===== config.mk =====
export PLATFORM = sky130hd
export DESIGN_NAME = pbit_anneal_sampler_flat
export DESIGN_NICKNAME = d
export VERILOG_FILES = /design/src/rtl/pbit_anneal_sampler_if.sv /design/src/rtl/pbit_anneal_sampler.sv /design/src/flat_wrapper.sv
export SDC_FILE = /design/constraint.sdc
export NUM_CORES = 1
export LEC_CHECK = 0
export ABC_AREA = 1
export CAP_MARGIN = 30
export CORE_MARGIN = 1
export CORE_UTILIZATION = 40
export DETAILED_ROUTE_END_ITERATION = 16
export PLACE_DENSITY = 0.58
export SLEW_MARGIN = 20
export SYNTH_ARGS = -nofsm -noshare
export SYNTH_HDL_FRONTEND = slang
export SYNTH_SLANG_ARGS = --single-unit

===== constraint.sdc =====
create_clock -name clk -period 2.77 [get_ports clk]
set_input_delay 0.6925 -clock clk [delete_from_list [all_inputs] [get_ports clk]]
set_output_delay 0.6925 -clock clk [all_outputs]
set_load 0.01 [all_outputs]

===== src/rtl/pbit_anneal_sampler_if.sv =====
// Controller <-> p-bit adder core bus: clamped operands and bias out, live p-bit states back.
interface pbit_anneal_sampler_if #(
  parameter int WIDTH   = 4,
  parameter int I_WIDTH = 4
);
  logic               core_reset;
  logic [1:0]         core_mode;
  logic [WIDTH-1:0]   core_a;
  logic [WIDTH-1:0]   core_b;
  logic [WIDTH-1:0]   core_sum;
  logic [I_WIDTH-1:0] I_0;
  logic [WIDTH-1:0]   core_a_out;
  logic [WIDTH-1:0]   core_b_out;
  logic [WIDTH-1:0]   core_sum_out;
  logic               core_ovf;

  modport master (
    output core_reset, core_mode, core_a, core_b, core_sum, I_0,
    input  core_a_out, core_b_out, core_sum_out, core_ovf
  );

  modport slave (
    input  core_reset, core_mode, core_a, core_b, core_sum, I_0,
    output core_a_out, core_b_out, core_sum_out, core_ovf
  );
endinterface


===== src/rtl/pbit_anneal_sampler.sv =====
// Annealing controller for a p-bit adder core: bias ramp, burn-in, occupancy
// sampling and strict-majority result decision.
module pbit_anneal_sampler #(
  parameter int WIDTH     = 4,
  parameter int I_WIDTH   = 4,
  parameter int CNT_WIDTH = 10,
  parameter int TAU_WIDTH = 4
) (
  input  logic                 clk,
  input  logic                 reset,
  input  logic                 start,
  input  logic [1:0]           mode,
  input  logic [WIDTH-1:0]     a_in,
  input  logic [WIDTH-1:0]     b_in,
  input  logic [WIDTH-1:0]     sum_in,
  input  logic [TAU_WIDTH-1:0] log_tau,
  input  logic [I_WIDTH-1:0]   I_min,
  input  logic [I_WIDTH-1:0]   I_max,
  input  logic [CNT_WIDTH-1:0] burn_in,
  input  logic [CNT_WIDTH-1:0] n_samples,
  pbit_anneal_sampler_if.master core,
  output logic [WIDTH-1:0]     a_res,
  output logic [WIDTH-1:0]     b_res,
  output logic [WIDTH-1:0]     sum_res,
  output logic                 ovf_res,
  output logic                 busy,
  output logic                 done,
  output logic                 err
);

  localparam int STEP_W     = (1 << TAU_WIDTH) - 1;
  localparam int STEP_LEN_W = STEP_W + 1;
  localparam logic [CNT_WIDTH-1:0]  CNT_ONE  = 1;
  localparam logic [I_WIDTH-1:0]    I_ONE    = 1;
  localparam logic [STEP_LEN_W-1:0] STEP_ONE = 1;

  typedef enum logic [2:0] {IDLE, CLEAR, ANNEAL, BURN, SAMPLE, DECIDE} state_t;

  state_t state, state_nxt, after_ramp;

  logic [1:0]           mode_q;
  logic [WIDTH-1:0]     a_q, b_q, sum_q;
  logic [TAU_WIDTH-1:0] tau_q;
  logic [I_WIDTH-1:0]   imin_q, imax_q, i0_q, i0_inc;
  logic [CNT_WIDTH-1:0] burn_q, n_q, phase_cnt;
  logic [STEP_W-1:0]    step_cnt;
  logic [STEP_LEN_W-1:0] step_len;
  logic                 step_end, bad_q, cfg_bad, core_reset_c;

  logic [CNT_WIDTH-1:0] occ_a   [WIDTH];
  logic [CNT_WIDTH-1:0] occ_b   [WIDTH];
  logic [CNT_WIDTH-1:0] occ_sum [WIDTH];
  logic [CNT_WIDTH-1:0] occ_ovf;

  function automatic logic majority(input logic [CNT_WIDTH-1:0] cnt,
                                    input logic [CNT_WIDTH-1:0] n);
    return {cnt, 1'b0} > {1'b0, n};
  endfunction

  assign cfg_bad    = (mode == 2'd3) || (n_samples == '0) || (I_min > I_max);
  assign i0_inc     = i0_q + I_ONE;
  // One bias step lasts 2^log_tau cycles; step_cnt runs 0 .. 2^log_tau-1.
  assign step_len   = STEP_ONE << tau_q;
  assign step_end   = ({1'b0, step_cnt} == (step_len - STEP_ONE));
  assign after_ramp = (burn_q != '0) ? BURN : SAMPLE;

  assign core.core_reset = core_reset_c;
  assign core.core_mode  = mode_q;
  assign core.core_a     = a_q;
  assign core.core_b     = b_q;
  assign core.core_sum   = sum_q;
  assign core.I_0        = i0_q;

  always_ff @(posedge clk) begin
    if (!reset) state <= IDLE;
    else        state <= state_nxt;
  end

  always_comb begin
    state_nxt = state;
    case (state)
      IDLE:   if (start) state_nxt = cfg_bad ? DECIDE : CLEAR;
      CLEAR:  state_nxt = (imin_q == imax_q) ? after_ramp : ANNEAL;
      ANNEAL: if (step_end && (i0_inc == imax_q)) state_nxt = after_ramp;
      BURN:   if (phase_cnt == burn_q - CNT_ONE) state_nxt = SAMPLE;
      SAMPLE: if (phase_cnt == n_q - CNT_ONE) state_nxt = DECIDE;
      DECIDE: state_nxt = IDLE;
      default: state_nxt = IDLE;
    endcase
  end

  always_comb begin
    busy         = 1'b1;
    core_reset_c = 1'b0;
    case (state)
      IDLE: begin
        busy         = 1'b0;
        core_reset_c = 1'b1;
      end
      CLEAR, DECIDE: core_reset_c = 1'b1;
      default: ;
    endcase
  end

  always_ff @(posedge clk) begin
    if (!reset) begin
      mode_q    <= '0;
      a_q       <= '0;
      b_q       <= '0;
      sum_q     <= '0;
      tau_q     <= '0;
      imin_q    <= '0;
      imax_q    <= '0;
      burn_q    <= '0;
      n_q       <= '0;
      bad_q     <= 1'b0;
      i0_q      <= '0;
      step_cnt  <= '0;
      phase_cnt <= '0;
      occ_ovf   <= '0;
      a_res     <= '0;
      b_res     <= '0;
      sum_res   <= '0;
      ovf_res   <= 1'b0;
      done      <= 1'b0;
      err       <= 1'b0;
      for (int unsigned i = 0; i < WIDTH; i++) begin
        occ_a[i]   <= '0;
        occ_b[i]   <= '0;
        occ_sum[i] <= '0;
      end
    end else begin
      done <= 1'b0;
      case (state)
        IDLE: if (start) begin
          mode_q  <= mode;
          a_q     <= a_in;
          b_q     <= b_in;
          sum_q   <= sum_in;
          tau_q   <= log_tau;
          imin_q  <= I_min;
          imax_q  <= I_max;
          burn_q  <= burn_in;
          n_q     <= n_samples;
          bad_q   <= cfg_bad;
          err     <= 1'b0;
          occ_ovf <= '0;
          for (int unsigned i = 0; i < WIDTH; i++) begin
            occ_a[i]   <= '0;
            occ_b[i]   <= '0;
            occ_sum[i] <= '0;
          end
        end
        CLEAR: begin
          i0_q      <= imin_q;
          step_cnt  <= '0;
          phase_cnt <= '0;
        end
        ANNEAL: begin
          if (step_end) begin
            step_cnt <= '0;
            i0_q     <= i0_inc;
          end else begin
            step_cnt <= step_cnt + 1'b1;
          end
        end
        // phase_cnt is shared by BURN and SAMPLE, so it restarts on the hand-over.
        BURN: phase_cnt <= (state_nxt == BURN) ? phase_cnt + CNT_ONE : '0;
        SAMPLE: begin
          phase_cnt <= phase_cnt + CNT_ONE;
          if (core.core_ovf) occ_ovf <= occ_ovf + CNT_ONE;
          for (int unsigned i = 0; i < WIDTH; i++) begin
            if (core.core_a_out[i])   occ_a[i]   <= occ_a[i] + CNT_ONE;
            if (core.core_b_out[i])   occ_b[i]   <= occ_b[i] + CNT_ONE;
            if (core.core_sum_out[i]) occ_sum[i] <= occ_sum[i] + CNT_ONE;
          end
        end
        DECIDE: begin
          done    <= 1'b1;
          err     <= bad_q;
          ovf_res <= !bad_q && majority(occ_ovf, n_q);
          for (int unsigned i = 0; i < WIDTH; i++) begin
            a_res[i]   <= !bad_q && majority(occ_a[i], n_q);
            b_res[i]   <= !bad_q && majority(occ_b[i], n_q);
            sum_res[i] <= !bad_q && majority(occ_sum[i], n_q);
          end
        end
        default: ;
      endcase
    end
  end

endmodule


===== src/flat_wrapper.sv =====
// flat-port wrapper written by rule: the top's interface ports become plain ports
module pbit_anneal_sampler_flat 
#(
  parameter int WIDTH     = 4,
  parameter int I_WIDTH   = 4,
  parameter int CNT_WIDTH = 10,
  parameter int TAU_WIDTH = 4
)
  (clk, reset, start, mode, a_in, b_in, sum_in, log_tau, I_min, I_max, burn_in, n_samples, a_res, b_res, sum_res, ovf_res, busy, done, err, core_core_reset, core_core_mode, core_core_a, core_core_b, core_core_sum, core_I_0, core_core_a_out, core_core_b_out, core_core_sum_out, core_core_ovf);
  pbit_anneal_sampler_if #(.WIDTH(WIDTH), .I_WIDTH(I_WIDTH)) core_i ();
  input  logic clk;
  input  logic reset;
  input  logic start;
  input  logic [1:0] mode;
  input  logic [WIDTH-1:0] a_in;
  input  logic [WIDTH-1:0] b_in;
  input  logic [WIDTH-1:0] sum_in;
  input  logic [TAU_WIDTH-1:0] log_tau;
  input  logic [I_WIDTH-1:0] I_min;
  input  logic [I_WIDTH-1:0] I_max;
  input  logic [CNT_WIDTH-1:0] burn_in;
  input  logic [CNT_WIDTH-1:0] n_samples;
  output logic [WIDTH-1:0] a_res;
  output logic [WIDTH-1:0] b_res;
  output logic [WIDTH-1:0] sum_res;
  output logic ovf_res;
  output logic busy;
  output logic done;
  output logic err;
  output wire logic [$bits(core_i.core_reset)-1:0] core_core_reset;
  output wire logic [$bits(core_i.core_mode)-1:0] core_core_mode;
  output wire logic [$bits(core_i.core_a)-1:0] core_core_a;
  output wire logic [$bits(core_i.core_b)-1:0] core_core_b;
  output wire logic [$bits(core_i.core_sum)-1:0] core_core_sum;
  output wire logic [$bits(core_i.I_0)-1:0] core_I_0;
  input wire logic [$bits(core_i.core_a_out)-1:0] core_core_a_out;
  input wire logic [$bits(core_i.core_b_out)-1:0] core_core_b_out;
  input wire logic [$bits(core_i.core_sum_out)-1:0] core_core_sum_out;
  input wire logic [$bits(core_i.core_ovf)-1:0] core_core_ovf;
  assign core_core_reset = core_i.core_reset;
  assign core_core_mode = core_i.core_mode;
  assign core_core_a = core_i.core_a;
  assign core_core_b = core_i.core_b;
  assign core_core_sum = core_i.core_sum;
  assign core_I_0 = core_i.I_0;
  assign core_i.core_a_out = core_core_a_out;
  assign core_i.core_b_out = core_core_b_out;
  assign core_i.core_sum_out = core_core_sum_out;
  assign core_i.core_ovf = core_core_ovf;
  pbit_anneal_sampler #(.WIDTH(WIDTH), .I_WIDTH(I_WIDTH), .CNT_WIDTH(CNT_WIDTH), .TAU_WIDTH(TAU_WIDTH)) u_core (.clk(clk), .reset(reset), .start(start), .mode(mode), .a_in(a_in), .b_in(b_in), .sum_in(sum_in), .log_tau(log_tau), .I_min(I_min), .I_max(I_max), .burn_in(burn_in), .n_samples(n_samples), .core(core_i), .a_res(a_res), .b_res(b_res), .sum_res(sum_res), .ovf_res(ovf_res), .busy(busy), .done(done), .err(err));
endmodule

### Word-level counts from Yosys, hierarchy flattened

Memories as Yosys holds them, arrays and structs flattened.
Cells that the tools add are included.

| cells by class | value |
|---|---|
| add/subtract/negate cells | 19 |
| magnitude comparators | 14 |
| eq/ne operators | 15 |
| shift-type cells | 1 |
| multiplexer cells | 99 |
| bitwise gates (word level) | 24 |
| reduce and logical (&&, ||, !) cells | 29 |

Operator list:

| operator | number |
|---|---|
| $mux 10 | 27 |
| $gt 11x10->1 | 13 |
| $add 10x1->10 const B | 14 |
| $mux 1 | 57 |
| $pmux 10 s3 | 1 |
| $pmux 15 s2 | 1 |
| $or 1x1->1 | 24 |
| $mux 3 | 7 |
| $eq 10x10->1 | 2 |
| $pmux 10 s2 | 1 |
| $sub 10x1->10 const B | 2 |
| $eq 15x16->1 | 1 |
| $shl 1x4->16 const A | 1 |
| $sub 16x1->16 const B | 1 |
| $add 15x1->15 const B | 1 |
| $mux 15 | 1 |
| $pmux 3 s5 | 1 |
| $logic_and 1x1->1 | 14 |
| $logic_not 10->1 | 1 |
| $reduce_bool 10->1 | 1 |
| $eq 3x2->1 const B | 3 |
| $eq 4x4->1 | 2 |
| $pmux 4 s2 | 1 |
| $eq 3x3->1 const B | 2 |
| other kinds (16) | 22 |

| storage, ports and cells | value |
|---|---|
| bits in registers | 104 |
| bits in writable memories | 120 |
| bits of input ports | 62 |
| output and inout port bits | 35 |
| word-level logic and storage cells | 225 |
| memories kept | 3 |

Memory list:

| memory | words | bits a word | read ports | clocked after Yosys merged registers in | wr ports | line | source |
|---|---|---|---|---|---|---|---|
| u_core.occ_a | 4 | 10 | 4 | 0 | 4 | pbit_anneal_sampler.sv:50 | `logic [CNT_WIDTH-1:0] occ_a [WIDTH];` |
| u_core.occ_b | 4 | 10 | 4 | 0 | 4 | pbit_anneal_sampler.sv:51 | `logic [CNT_WIDTH-1:0] occ_b [WIDTH];` |
| u_core.occ_sum | 4 | 10 | 4 | 0 | 4 | pbit_anneal_sampler.sv:52 | `logic [CNT_WIDTH-1:0] occ_sum [WIDTH];` |

### Depth between registers and ports, before layout

| depth | value |
|---|---|
| depth in word-level cells | 9 |
| depth in mapped cells | 17 |
| gate-level depth less buffers | 16 |

### Least setup slack after synthesis

OpenSTA, ideal clock, no wires.

| path | value |
|---|---|
| path type | input to register |
| start point | input port reset |
| end point | memory u_core.occ_b[1][0], enable pin |
| setup time | 340 ps |
| data arrival time | 1817 ps |
| required time | 2430 ps |
| setup slack | 613 ps |
| cell stages on the path | 7 |
| path buffers | 3 |
| cells stage by stage | buf_2 > inv_2 > nor2_2 > buf_2 > nand2_1 > clkbuf_1 > nand2_1 |

RTL lines:

| what | line | source |
|---|---|---|
| start: declaration | flat_wrapper.sv:12 | `input logic reset;` |
| end: declaration | pbit_anneal_sampler.sv:51 |  |

### Worst setup path after layout

| path | value |
|---|---|
| start point | register u_core.state[0] |
| end point | output port core_core_reset |

| on the way | value |
|---|---|
| longest elaborated chain between the ends | 3 |
| elaborated cells between the ends (all ways) | 5 |
| classes of those cells | eq/ne: 2; mux: 1; reduce/logical: 2 |

Ends and longest elaborated chain:

| what | line | source |
|---|---|---|
| start: declaration | pbit_anneal_sampler.sv:39 | `state_t state, state_nxt, after_ramp;` |
| start signal: assignment | pbit_anneal_sampler.sv:76 | `else state <= state_nxt;` |
| $eq 3x3->1 (tied with other cells) | pbit_anneal_sampler.sv:95 | `case (state)` |
| $reduce_or 3->1 (no source line) * | -- |  |
| $mux 1 * | pbit_anneal_sampler.sv:95 |  |
| end: declaration | flat_wrapper.sv:30 | `output wire logic [$bits(core_i.core_reset)-1:0] core_core_reset;` |

Every way passes the cells marked *; elsewhere a longest branch is shown, timed or not.

==> results.json <==
{
  "fin_crit_sh_pct": 88.6,
  "area_growth_syn_to_layout_pct": 19.1,
  "power.leakage_nw": 7.22,
  "num_rows": 68,
  "cts-resized-gates": 0,
  "power_mw": 12.0,
  "ys_seq_elements": 224,
  "clock-sinks": 224,
  "drtPass1Iterations": 6,
  "slew_violations": 0,
  "clock.fmax_mhz": 408,
  "max-cap-violations": 0,
  "period_minus_slack_ns": 2.45,
  "status": "complete, no violations",
  "use_met3_pct": 2.89,
  "gp_congestion": 0.866,
  "syn_avg_cell_area_um2": 7.61,
  "groute.usage.overall_pct": 20.9,
  "syn_nets": 2078,
  "die_area_um2": 36400,
  "numCtsBuffers": 28,
  "clk_latency_ns": 0.58,
  "drive_gt1_share_pct": 6.64,
  "setup_viol": 0,
  "hold_path.class": "reg2reg",
  "netlist-cell-type-count": 46,
  "synth-async-reset-ratio_pct": 0,
  "layout.nets": 2214,
  "gr-usage-met1_pct": 27.7,
  "ys_seq_area_share_pct": 37.7,
  "max-slew-margin-rel_pct": 49.3,
  "crit_arrival_ns": 1.76,
  "busiest_layer": "met2",
  "postSynthCellCount": 1875,
  "ctsHoldBuffers": 0,
  "initial_core_util_pct": 41.0,
  "use_met2_pct": 34.9,
  "rsz0062_at_grt": "false",
  "dp_slack_ns": 0.139,
  "cts_buffer_depth": 3,
  "crit_type": "reg2out",
  "hpwl_um": 27500,
  "die_h_um": 191,
  "powerDensity_nw_per_um2": 704,
  "antenna_found_initial": 1,
  "grt_pass1_wl_um": 61100,
  "cts_root_buf": "clkbuf_16",
  "core_area_um2": 34800,
  "vias": 12800,
  "n_fill_cell": 3455,
  "worst-path-max-fanout": 5,
  "netlist_top_cells_area": "edfxtp_1 19%, dfxtp_1 19%, ha_1 12%, nand2_1 11%, a21oi_1 5.6%",
  "wl_per_cell_um": 15.1,
  "die_w_um": 191,
  "cts_max_level": 1,
  "drc_errors": 0,
  "antennaDiodeCount": 0,
  "synth_edf_count": 90,
  "irDropWorstVdd_mv": 0.510,
  "fin_hold_ws_ns": 0.467,
  "clk_pin_slew_ns": 0.06,
  "end_kind": "output port",
  "viasPerCell": 5.15,
  "drtIter0Drc": 731,
  "post_cts_buffers": 0,
  "grt_pass1_vias": 12200,
  "synth.largest_area_cell": "edfxtp_1",
  "tritoncts": "done",
  "wl_um": 37600,
  "tightestPinTransition_ns": 0.760,
  "utilization_pct": 48.8,
  "drtAntennaViolNets": 0,
  "required_ns": 2.08,
  "hold_viol": 0,
  "fin_worst_skew_ns": 0.0250,
  "worst_slack_ns": 0.317,
  "fin_tns_setup_ns": 0,
  "syn_area_um2": 14300,
  "io-pin-count": 97,
  "yosysWarnings": 0,
  "port_buffers": 96,
  "synth_top_area_share_pct": 18.9,
  "overflow": 0,
  "synth_ff_type": "dfxtp_1",
  "grt_max_degree": 41,
  "start_kind": "register"
}
[final timing paths]
| path | start | to | slack (ns) | cells after the start |
|---|---|---|---|---|
| hold / removal | u_core.core.core_a[3]$_SDFFE_PN0P_ | u_core.core.core_a[3]$_SDFFE_PN0P_ | 0.47 | 1 |
| hold reg to reg | u_core.core.core_a[3]$_SDFFE_PN0P_ | u_core.core.core_a[3]$_SDFFE_PN0P_ | 0.47 | 1 |
| setup / recovery | u_core.state[0]$_SDFF_PN0_ | core_core_reset | 0.32 | 3 |
| setup reg to reg | u_core.tau_q[1]$_SDFFE_PN0P_ | u_core.step_cnt[7]$_SDFFE_PN0P_ | 0.36 | 15 |
[synth_stat cells, types with 2 or more instances]
cell type	count
o21bai_1	6
o2111ai_1	7
o21ai_1	7
buf_4	2
nor2_4	2
clkbuf_1	31
or3_1	7
buf_1	3
a211oi_1	10
inv_2	19
o21ai_0	64
nor2_2	3
a21oi_1	160
o22ai_1	12
or2_2	6
ha_1	141
a22o_1	16
nand3_1	120
nand2_2	6
buf_2	3
nand3b_1	8
and3_1	2
xor2_1	34
edfxtp_1	90
o31ai_1	2
nand4_1	28
o311ai_0	8
nor3_1	63
nor2_1	203
a21o_1	7
nor3_2	3
xnor2_1	18
a31oi_1	4
dfxtp_1	134
nor3b_1	25
nor4_1	8
o21a_1	2
nand2_1	404
inv_1	200
[critical path, stage by stage (launching register included)]
cell and delay (ns):
dfxtp_1 0.42, inv_2 0.07, a21oi_1 0.14, clkdlybuf4s50_1 0.57
[area by class of cell]
class                           instances  area, um2  area share [%]
Timing Repair Buffer                  146       1370            8.09
Multi-Input combinational cell       1391       7900            46.5
Inverter                              220        826            4.86
Clock inverter                         13        149           0.876
Tap cell                              455        569            3.35
Sequential cell                       224       5390            31.7
Clock buffer                           38        788            4.64
[per-stage QoR]
stage | cells | area, um2
after floorplan | 1875 | 14300
final | 2487 | 17000
after global routing | 2487 | 17000
after detailed placement | 2436 | 16100
after CTS | 2487 | 17000
after global placement | 2436 | 16100
[layer usage]
layer	part of all wire, %	routed length (um)
met1	47	17500
met2	46	17100
met3	4.7	1770
met4	3.1	1160
met5	0	0
[placed cells by master (no fill, tap or decap), types with 6 or more instances in the layout]
| cell type | synthesis | routed |
|---|---|---|
| nand3_1 | 120 | 120 |
| a22o_1 | 16 | 16 |
| clkbuf_16 | 0 | 28 |
| or3_1 | 7 | 7 |
| nor3_1 | 63 | 63 |
| o21ai_1 | 7 | 7 |
| xor2_1 | 34 | 34 |
| nor4_1 | 8 | 8 |
| nand4_1 | 28 | 28 |
| o22ai_1 | 12 | 12 |
| o21bai_1 | 6 | 6 |
| nand2_1 | 404 | 404 |
| edfxtp_1 | 90 | 90 |
| nand3b_1 | 8 | 8 |
| ha_1 | 141 | 141 |
| or2_2 | 6 | 6 |
| nor3b_1 | 25 | 25 |
| dfxtp_1 | 134 | 134 |
| a211oi_1 | 10 | 10 |
| a21oi_1 | 160 | 160 |
| inv_1 | 200 | 199 |
| o311ai_0 | 8 | 8 |
| nand2_2 | 6 | 6 |
| buf_4 | 2 | 47 |
| o2111ai_1 | 7 | 7 |
| clkdlybuf4s50_1 | 0 | 96 |
| a21o_1 | 7 | 7 |
| xnor2_1 | 18 | 18 |
| inv_2 | 19 | 20 |
| nor2_1 | 203 | 202 |
| o21ai_0 | 64 | 64 |
[power by group]
part           leakage [nW]  internal, mW  total (mW)  switching, mW
sequential             2.06          3.90        4.32          0.422
clock                 0.458          2.26        3.77           1.51
combinational          4.70          1.53        3.87           2.34
total                  7.22          7.69        12.0           4.27
[state kept, by name, summed over array words and instances (netlist names), 2 cells and up]
register               cells
u_core.a_res               4
u_core.b_res               4
u_core.burn_q             10
u_core.core.I_0            4
u_core.core.core_a         4
u_core.core.core_b         4
u_core.core.core_mode      2
u_core.core.core_sum       4
u_core.imax_q              4
u_core.imin_q              4
u_core.n_q                10
u_core.occ_a              40
u_core.occ_b              40
u_core.occ_ovf            10
u_core.occ_sum            40
u_core.phase_cnt          10
u_core.state               3
u_core.step_cnt           15
u_core.sum_res             4
u_core.tau_q               4
[logic make-up after synthesis]
logic type / count (synthesis) / share of synthesized area (%)
compound gates: 306 / 12.2
xor+xnor: 53 / 3.35
fa+ha+maj: 141 / 12.4
buf+inv: 260 / 6.97
flops: 224 / 37.7
simple gates: 891 / 27.4
Power figures use the tool's default switching activity.
